$ cat src/rtl/grom_io_pkg.sv
// Shared I/O port map, status bit positions and UART serializer states for GROM I/O blocks.
// Latency: none (constants, types and a pure function only).
// Backpressure: not applicable.
package grom_io_pkg;

    // Port addresses on the low byte of the CPU address bus
    localparam logic [7:0] PORT_UART_DATA   = 8'h00;
    localparam logic [7:0] PORT_UART_STATUS = 8'h01;

    // Bit positions inside the UART status byte
    localparam int STAT_EMPTY_BIT = 0;
    localparam int STAT_FULL_BIT  = 1;
    localparam int STAT_OVF_BIT   = 2;

    typedef enum logic [1:0] {
        TX_IDLE  = 2'd0,
        TX_START = 2'd1,
        TX_DATA  = 2'd2,
        TX_STOP  = 2'd3
    } tx_state_t;

    // Packs the status flags into the byte the CPU reads; unused bits read as zero
    function automatic logic [7:0] uart_status(input logic ovf, input logic full, input logic empty);
        logic [7:0] s;
        s                 = 8'h00;
        s[STAT_OVF_BIT]   = ovf;
        s[STAT_FULL_BIT]  = full;
        s[STAT_EMPTY_BIT] = empty;
        return s;
    endfunction

endpackage

$ cat src/rtl/io_fifo.sv
// Small synchronous FIFO with first-word-fall-through read data (depth must be a power of two).
// Latency: a push is visible at pop_dat on the cycle after the push edge.
// Backpressure: full/empty use the pre-edge count; push while full is accepted only with a same-cycle pop, else dropped and flagged on drop.
module io_fifo #(
    parameter int WIDTH = 8,
    parameter int DEPTH = 4
) (
    input  logic             clk,
    input  logic             reset,
    input  logic             push,
    input  logic [WIDTH-1:0] push_dat,
    input  logic             pop,
    output logic [WIDTH-1:0] pop_dat,
    output logic             full,
    output logic             empty,
    output logic             drop
);

    localparam int AW = $clog2(DEPTH);
    localparam int CW = AW + 1;

    logic [WIDTH-1:0] mem [DEPTH];
    logic [AW-1:0]    wr_ptr;
    logic [AW-1:0]    rd_ptr;
    logic [CW-1:0]    count;
    logic             do_push;
    logic             do_pop;

    assign full    = (count == CW'(DEPTH));
    assign empty   = (count == '0);
    assign do_pop  = pop & ~empty;
    assign do_push = push & (~full | do_pop);
    assign drop    = push & full & ~do_pop;
    assign pop_dat = mem[rd_ptr];

    // Storage array; contents are don't-care while the count says empty, so no reset
    always_ff @(posedge clk) begin
        if (do_push) begin
            mem[wr_ptr] <= push_dat;
        end
    end

    // Pointers wrap naturally at the power-of-two depth; count tracks occupancy
    always_ff @(posedge clk) begin
        if (!reset) begin
            wr_ptr <= '0;
            rd_ptr <= '0;
            count  <= '0;
        end else begin
            if (do_push) begin
                wr_ptr <= wr_ptr + AW'(1);
            end
            if (do_pop) begin
                rd_ptr <= rd_ptr + AW'(1);
            end
            count <= count + CW'(do_push) - CW'(do_pop);
        end
    end

endmodule

$ cat src/rtl/io_uart_tx.sv
// CPU I/O-mapped UART transmitter: 4-byte FIFO feeding an 8N1 serializer, plus a status port.
// Latency: tx falls one cycle after a write into an empty idle block; a frame lasts 10*CLK_DIV cycles.
// Backpressure: none towards the CPU; a write into a full FIFO is dropped and latches the sticky ovf flag.
module io_uart_tx
    import grom_io_pkg::*;
#(
    parameter int         CLK_DIV     = 16,
    parameter logic [7:0] PORT_DATA   = PORT_UART_DATA,
    parameter logic [7:0] PORT_STATUS = PORT_UART_STATUS
) (
    input  logic       clk,
    input  logic       reset,
    input  logic [7:0] addr,
    input  logic [7:0] data_in,
    input  logic       we,
    input  logic       ioreq,
    output logic [7:0] data_out,
    output logic       tx,
    output logic       busy
);

    localparam logic [7:0] BAUD_LAST = 8'(CLK_DIV - 1);

    logic       wr;
    logic       rd_stat;
    logic       fifo_pop;
    logic [7:0] fifo_dat;
    logic       fifo_full;
    logic       fifo_empty;
    logic       fifo_drop;
    logic       ovf;

    tx_state_t  state;
    logic [7:0] shift;
    logic [2:0] bit_cnt;
    logic [7:0] baud_cnt;
    logic       baud_end;

    assign wr       = ioreq & we & (addr == PORT_DATA);
    assign rd_stat  = ioreq & ~we & (addr == PORT_STATUS);
    assign fifo_pop = (state == TX_IDLE);
    assign baud_end = (baud_cnt == BAUD_LAST);
    assign busy     = ~fifo_empty | (state != TX_IDLE);

    io_fifo #(
        .WIDTH (8),
        .DEPTH (4)
    ) u_fifo (
        .clk      (clk),
        .reset    (reset),
        .push     (wr),
        .push_dat (data_in),
        .pop      (fifo_pop),
        .pop_dat  (fifo_dat),
        .full     (fifo_full),
        .empty    (fifo_empty),
        .drop     (fifo_drop)
    );

    // Sticky overflow: a dropped write sets it, a status read clears it, set wins
    always_ff @(posedge clk) begin
        if (!reset) begin
            ovf <= 1'b0;
        end else if (fifo_drop) begin
            ovf <= 1'b1;
        end else if (rd_stat) begin
            ovf <= 1'b0;
        end
    end

    // Status read mux; anything else, and any cycle in reset, reads as zero
    always_comb begin
        data_out = 8'h00;
        if (reset && rd_stat) begin
            data_out = uart_status(ovf, fifo_full, fifo_empty);
        end
    end

    // Serializer: start bit, 8 data bits LSB first, stop bit, each CLK_DIV cycles, tx registered
    always_ff @(posedge clk) begin
        if (!reset) begin
            state    <= TX_IDLE;
            tx       <= 1'b1;
            shift    <= 8'h00;
            bit_cnt  <= 3'd0;
            baud_cnt <= 8'd0;
        end else begin
            case (state)
                TX_IDLE: begin
                    tx <= 1'b1;
                    if (!fifo_empty) begin
                        shift    <= fifo_dat;
                        state    <= TX_START;
                        tx       <= 1'b0;
                        bit_cnt  <= 3'd0;
                        baud_cnt <= 8'd0;
                    end
                end
                TX_START: begin
                    if (baud_end) begin
                        baud_cnt <= 8'd0;
                        state    <= TX_DATA;
                        tx       <= shift[0];
                    end else begin
                        baud_cnt <= baud_cnt + 8'd1;
                    end
                end
                TX_DATA: begin
                    if (baud_end) begin
                        baud_cnt <= 8'd0;
                        if (bit_cnt == 3'd7) begin
                            state <= TX_STOP;
                            tx    <= 1'b1;
                        end else begin
                            bit_cnt <= bit_cnt + 3'd1;
                            shift   <= {1'b0, shift[7:1]};
                            tx      <= shift[1];
                        end
                    end else begin
                        baud_cnt <= baud_cnt + 8'd1;
                    end
                end
                TX_STOP: begin
                    tx <= 1'b1;
                    if (baud_end) begin
                        baud_cnt <= 8'd0;
                        state    <= TX_IDLE;
                    end else begin
                        baud_cnt <= baud_cnt + 8'd1;
                    end
                end
                default: begin
                    state <= TX_IDLE;
                    tx    <= 1'b1;
                end
            endcase
        end
    end

endmodule

$ cat config.mk
export PLATFORM = sky130hd
export DESIGN_NAME = io_uart_tx
export DESIGN_NICKNAME = d
export VERILOG_FILES = /design/src/rtl/grom_io_pkg.sv /design/src/rtl/io_fifo.sv /design/src/rtl/io_uart_tx.sv
export SDC_FILE = /design/constraint.sdc
export NUM_CORES = 1
export LEC_CHECK = 0
export BUFFER_PORTS_ARGS = -buffer_cell sky130_fd_sc_hd__buf_2
export CORE_UTILIZATION = 40
export DETAILED_ROUTE_END_ITERATION = 10
export GPL_TIMING_DRIVEN = 1
export PLACE_DENSITY = 0.63
export SLEW_MARGIN = 30
export SYNTH_ARGS = -nofsm -noshare
export SYNTH_HDL_FRONTEND = slang
export SYNTH_HIERARCHICAL = 1
export SYNTH_SLANG_ARGS = --single-unit
$ cat constraint.sdc
create_clock -name clk -period 3.5 [get_ports clk]
set_input_delay 0.525 -clock clk [delete_from_list [all_inputs] [get_ports clk]]
set_output_delay 0.525 -clock clk [all_outputs]
set_load 0.02 [all_outputs]
==> results.yml <==
sta:
  grt_setup_unrepaired: "false"
  maxClockFrequency_mhz: 375.2
  whs_ns: 0.3978
  hold_viol: 0
  skew_ns: 0.01111
  finalCritPeriodShare_pct: 76.14
  finalSetupViolations: 0
  fin_tns_setup_ns: 0
  min_period_ns: 2.665
  slew_headroom_pct: 61.14
  worst_pin_slew_ns: 0.5829
  finalWorstSetupSlack_ns: 0.8349
  slew_viol_final: 0
floorplan:
  die-area_sq_mm: 0.007819
  dieHeight_um: 88.43
  rows: 31
  die_w_um: 88.43
  core_sq_mm: 0.007253
  ios: 30
  start_util_pct: 41.19
status:
  status: "completed"
synthesis:
  synth_edf_count: 32
  ys_warn_count: 6
  syn_inst: 246
  synth.cell_area_sq_mm: 0.002988
  yosysSeqAreaShare_pct: 53.60
  synthFlopType: "edfxtp_1"
  synth_cell_types: 55
  synthArstFlopShare_pct: 0
  ys_ff_latch: 64
  syn_area_per_cell_sq_um: 12.15
critical_path:
  r2r-end: "u_fifo/count[2]"
  critPathCaptureType: "output pin"
  start_kind: "flop"
  reg2reg_depth: 10
  crit_required_ns: 2.97
  cp.arrival_ns: 2.14
  worst-r2r-setup-slack_ns: 0.87
  path_class: "flop to output pin"
  reg2reg_from: "state[0]"
  crit_path_max_fanout: 16
detailed_routing:
  first_pass_iters: 4
  num_vias: 1941
  vias_per_cell: 5.162
  postRouteAntennaNets: 0
  routedWlPerCell_um: 14.09
  drt_wl_total_mm: 5.298
  drtIter0Drc: 52
  drc_errors: 0
global_route:
  grt_pass1_vias: 1846
  antenna_found_initial: 0
  grt_max_degree: 27
  gr-total-overflow: 0
  grt_first_pass_wirelength_mm: 8.811
  grt_use_total_pct: 15.33
pwr:
  pwr-share-seq_pct: 40.3
  switching_share_pct: 30.21
  power_density_mw_per_mm2: 697.6
  peakVddDrop_v: 0.0003541
  leakage_nw: 1.257
  p_int_mw: 1.660
  p_clk_share_pct: 32.0
  power_frac_comb_pct: 27.7
  power_switching_mw: 0.7185
worst_hold_path:
  min_delay_path_depth: 1
  min_from: "data_in[6]"
  whs_endpoint: "u_fifo/mem[3][6]"
  hold_class: "input port to flop"
layout:
  post-route-util_pct: 47.01
  drive_gt1_share_pct: 24.55
  regArea_sq_mm: 0.001602
  fillerInstances: 663
  design_area_sq_mm: 0.003410
  num-nets-final: 306
  multiInputGateArea_sq_mm: 0.001264
  antenna_cells: 0
  syn_to_final_growth_pct: 14.11
placement:
  gp_congestion: 0.7737
  place.port_buffers: 24
  place_ws_ns: 0.6150
  place_area_sq_mm: 0.003173
  dp_hpwl_mm: 3.542
cts:
  cts_buffers: 9
  ctsHtreeMaxLevel: 3
  cts_hold_buf: 0
  root_buffer: "clkbuf_8"
  clkSlewWorstSetupHoldPaths_ns: 0.07
  worstSkewPairLatency_ns: 0.34
  numClockSinks: 64
  clock_path_buffers: 2
  tritoncts: "done"
  cts_resized: 0
  cts_setup_buffers: 0
flow_run:
  cap_violations: 0
==> final cells by class <==
cell class	count	share of cell area (%)
Multi-Input combinational cell	158	37.06
Tap cell	99	3.633
Timing Repair Buffer	26	3.963
Clock buffer	10	3.743
Sequential cell	64	46.97
Clock inverter	6	3.193
Inverter	13	1.431
==> cells in the mapped netlist (3+ instances only) <==
master | number | area, sq um
a21oi_1 | 11 | 55.05
nand3_1 | 9 | 45.04
dfxtp_1 | 32 | 640.6
inv_1 | 12 | 45.04
nor2_1 | 13 | 48.80
mux2i_1 | 6 | 60.06
edfxtp_1 | 32 | 960.9
ha_1 | 13 | 162.7
o21ai_0 | 7 | 35.03
nor3_1 | 4 | 20.02
o221a_2 | 7 | 78.83
and2_1 | 8 | 50.05
mux4_2 | 8 | 180.2
xnor2_1 | 3 | 26.28
buf_4 | 6 | 45.04
clkbuf_1 | 5 | 18.77
nand2_1 | 13 | 48.80
o21a_1 | 8 | 60.06
==> critical path, cell delays in order (launching register included) <==
cell and delay (ns):
dfxtp_1 0.33, inv_1 0.12, ha_1 0.54, inv_1 0.24, nor2_1 0.15, buf_4 0.17
inv_2 0.09, buf_2 0.17
==> worst max path at each step <==
| stage | from | endpoint | slack, ns | cells after the start |
|---|---|---|---|---|
| floorplan | addr[1] | u_fifo/count[2] | 0.90 | 9 |
| global placement | addr[1] | u_fifo/count[2] | 0.70 | 10 |
| detailed placement | addr[1] | u_fifo/count[2] | 0.62 | 10 |
| CTS | state[0] | busy | 0.82 | 7 |
| global route | state[0] | busy | 0.58 | 7 |
| finish | state[0] | busy | 0.83 | 7 |
==> per-layer routing <==
layer	wire, um	GRT usage (%)	up-vias
met5	0	0	-
met4	55	7.038	0
met3	117	4.757	5
met2	2586	24.06	26
met1	2538	19.46	954
li1	-	-	956
==> sequential cells by signal, summed over array words and instances (netlist names), named ones only <==
name	flops
state	2
u_fifo/count	3
baud_cnt	8
tx	1
shift	8
u_fifo/rd_ptr	2
ovf	1
u_fifo/mem	32
bit_cnt	3
u_fifo/wr_ptr	2
==> cells by family (layout without fill, tap and decap cells) <==
logic type | count (synthesis) | in the layout | share of synthesized area, %
multiplexers | 14 | 14 | 8.040
AND/OR/NAND/NOR | 73 | 73 | 14.20
AO/OA/AOI/OAI | 48 | 48 | 12.14
other | 1 | 5 | 0.1255
flip-flops | 64 | 64 | 53.60
adder cells (fa/ha/maj) | 14 | 14 | 6.114
buffers and inverters | 28 | 55 | 4.606
XOR/XNOR | 4 | 4 | 1.173
==> power by group through the flow <==
stage	sequential, mW	clock [mW]	combinational, mW
global placement	0.976	0	0.644
detailed placement	0.978	0	0.660
finish	0.959	0.761	0.659
floorplan	0.939	0	0.540
CTS	0.962	0.778	0.663
global route	0.977	0.808	0.740
==> through the flow <==
step	instances	total power [mW]
CTS	376	2.403
global placement	360	1.620
detailed placement	360	1.638
global route	376	2.526
finish	376	2.379
floorplan	250	1.479
==> layout by cell type (no fill, tap or decap), types with 3 or more instances in the layout <==
master	n
dfxtp_1	32
edfxtp_1	32
buf_2	24
nor2_1	13
nand2_1	13
ha_1	13
inv_1	12
a21oi_1	11
nand3_1	9
clkbuf_8	9
o21a_1	8
mux4_2	8
and2_1	8
o21ai_0	7
o221a_2	7
mux2i_1	6
conb_1	5
nor3_1	4
bufinv_16	3
xnor2_1	3
Power figures use the tool's default switching activity.
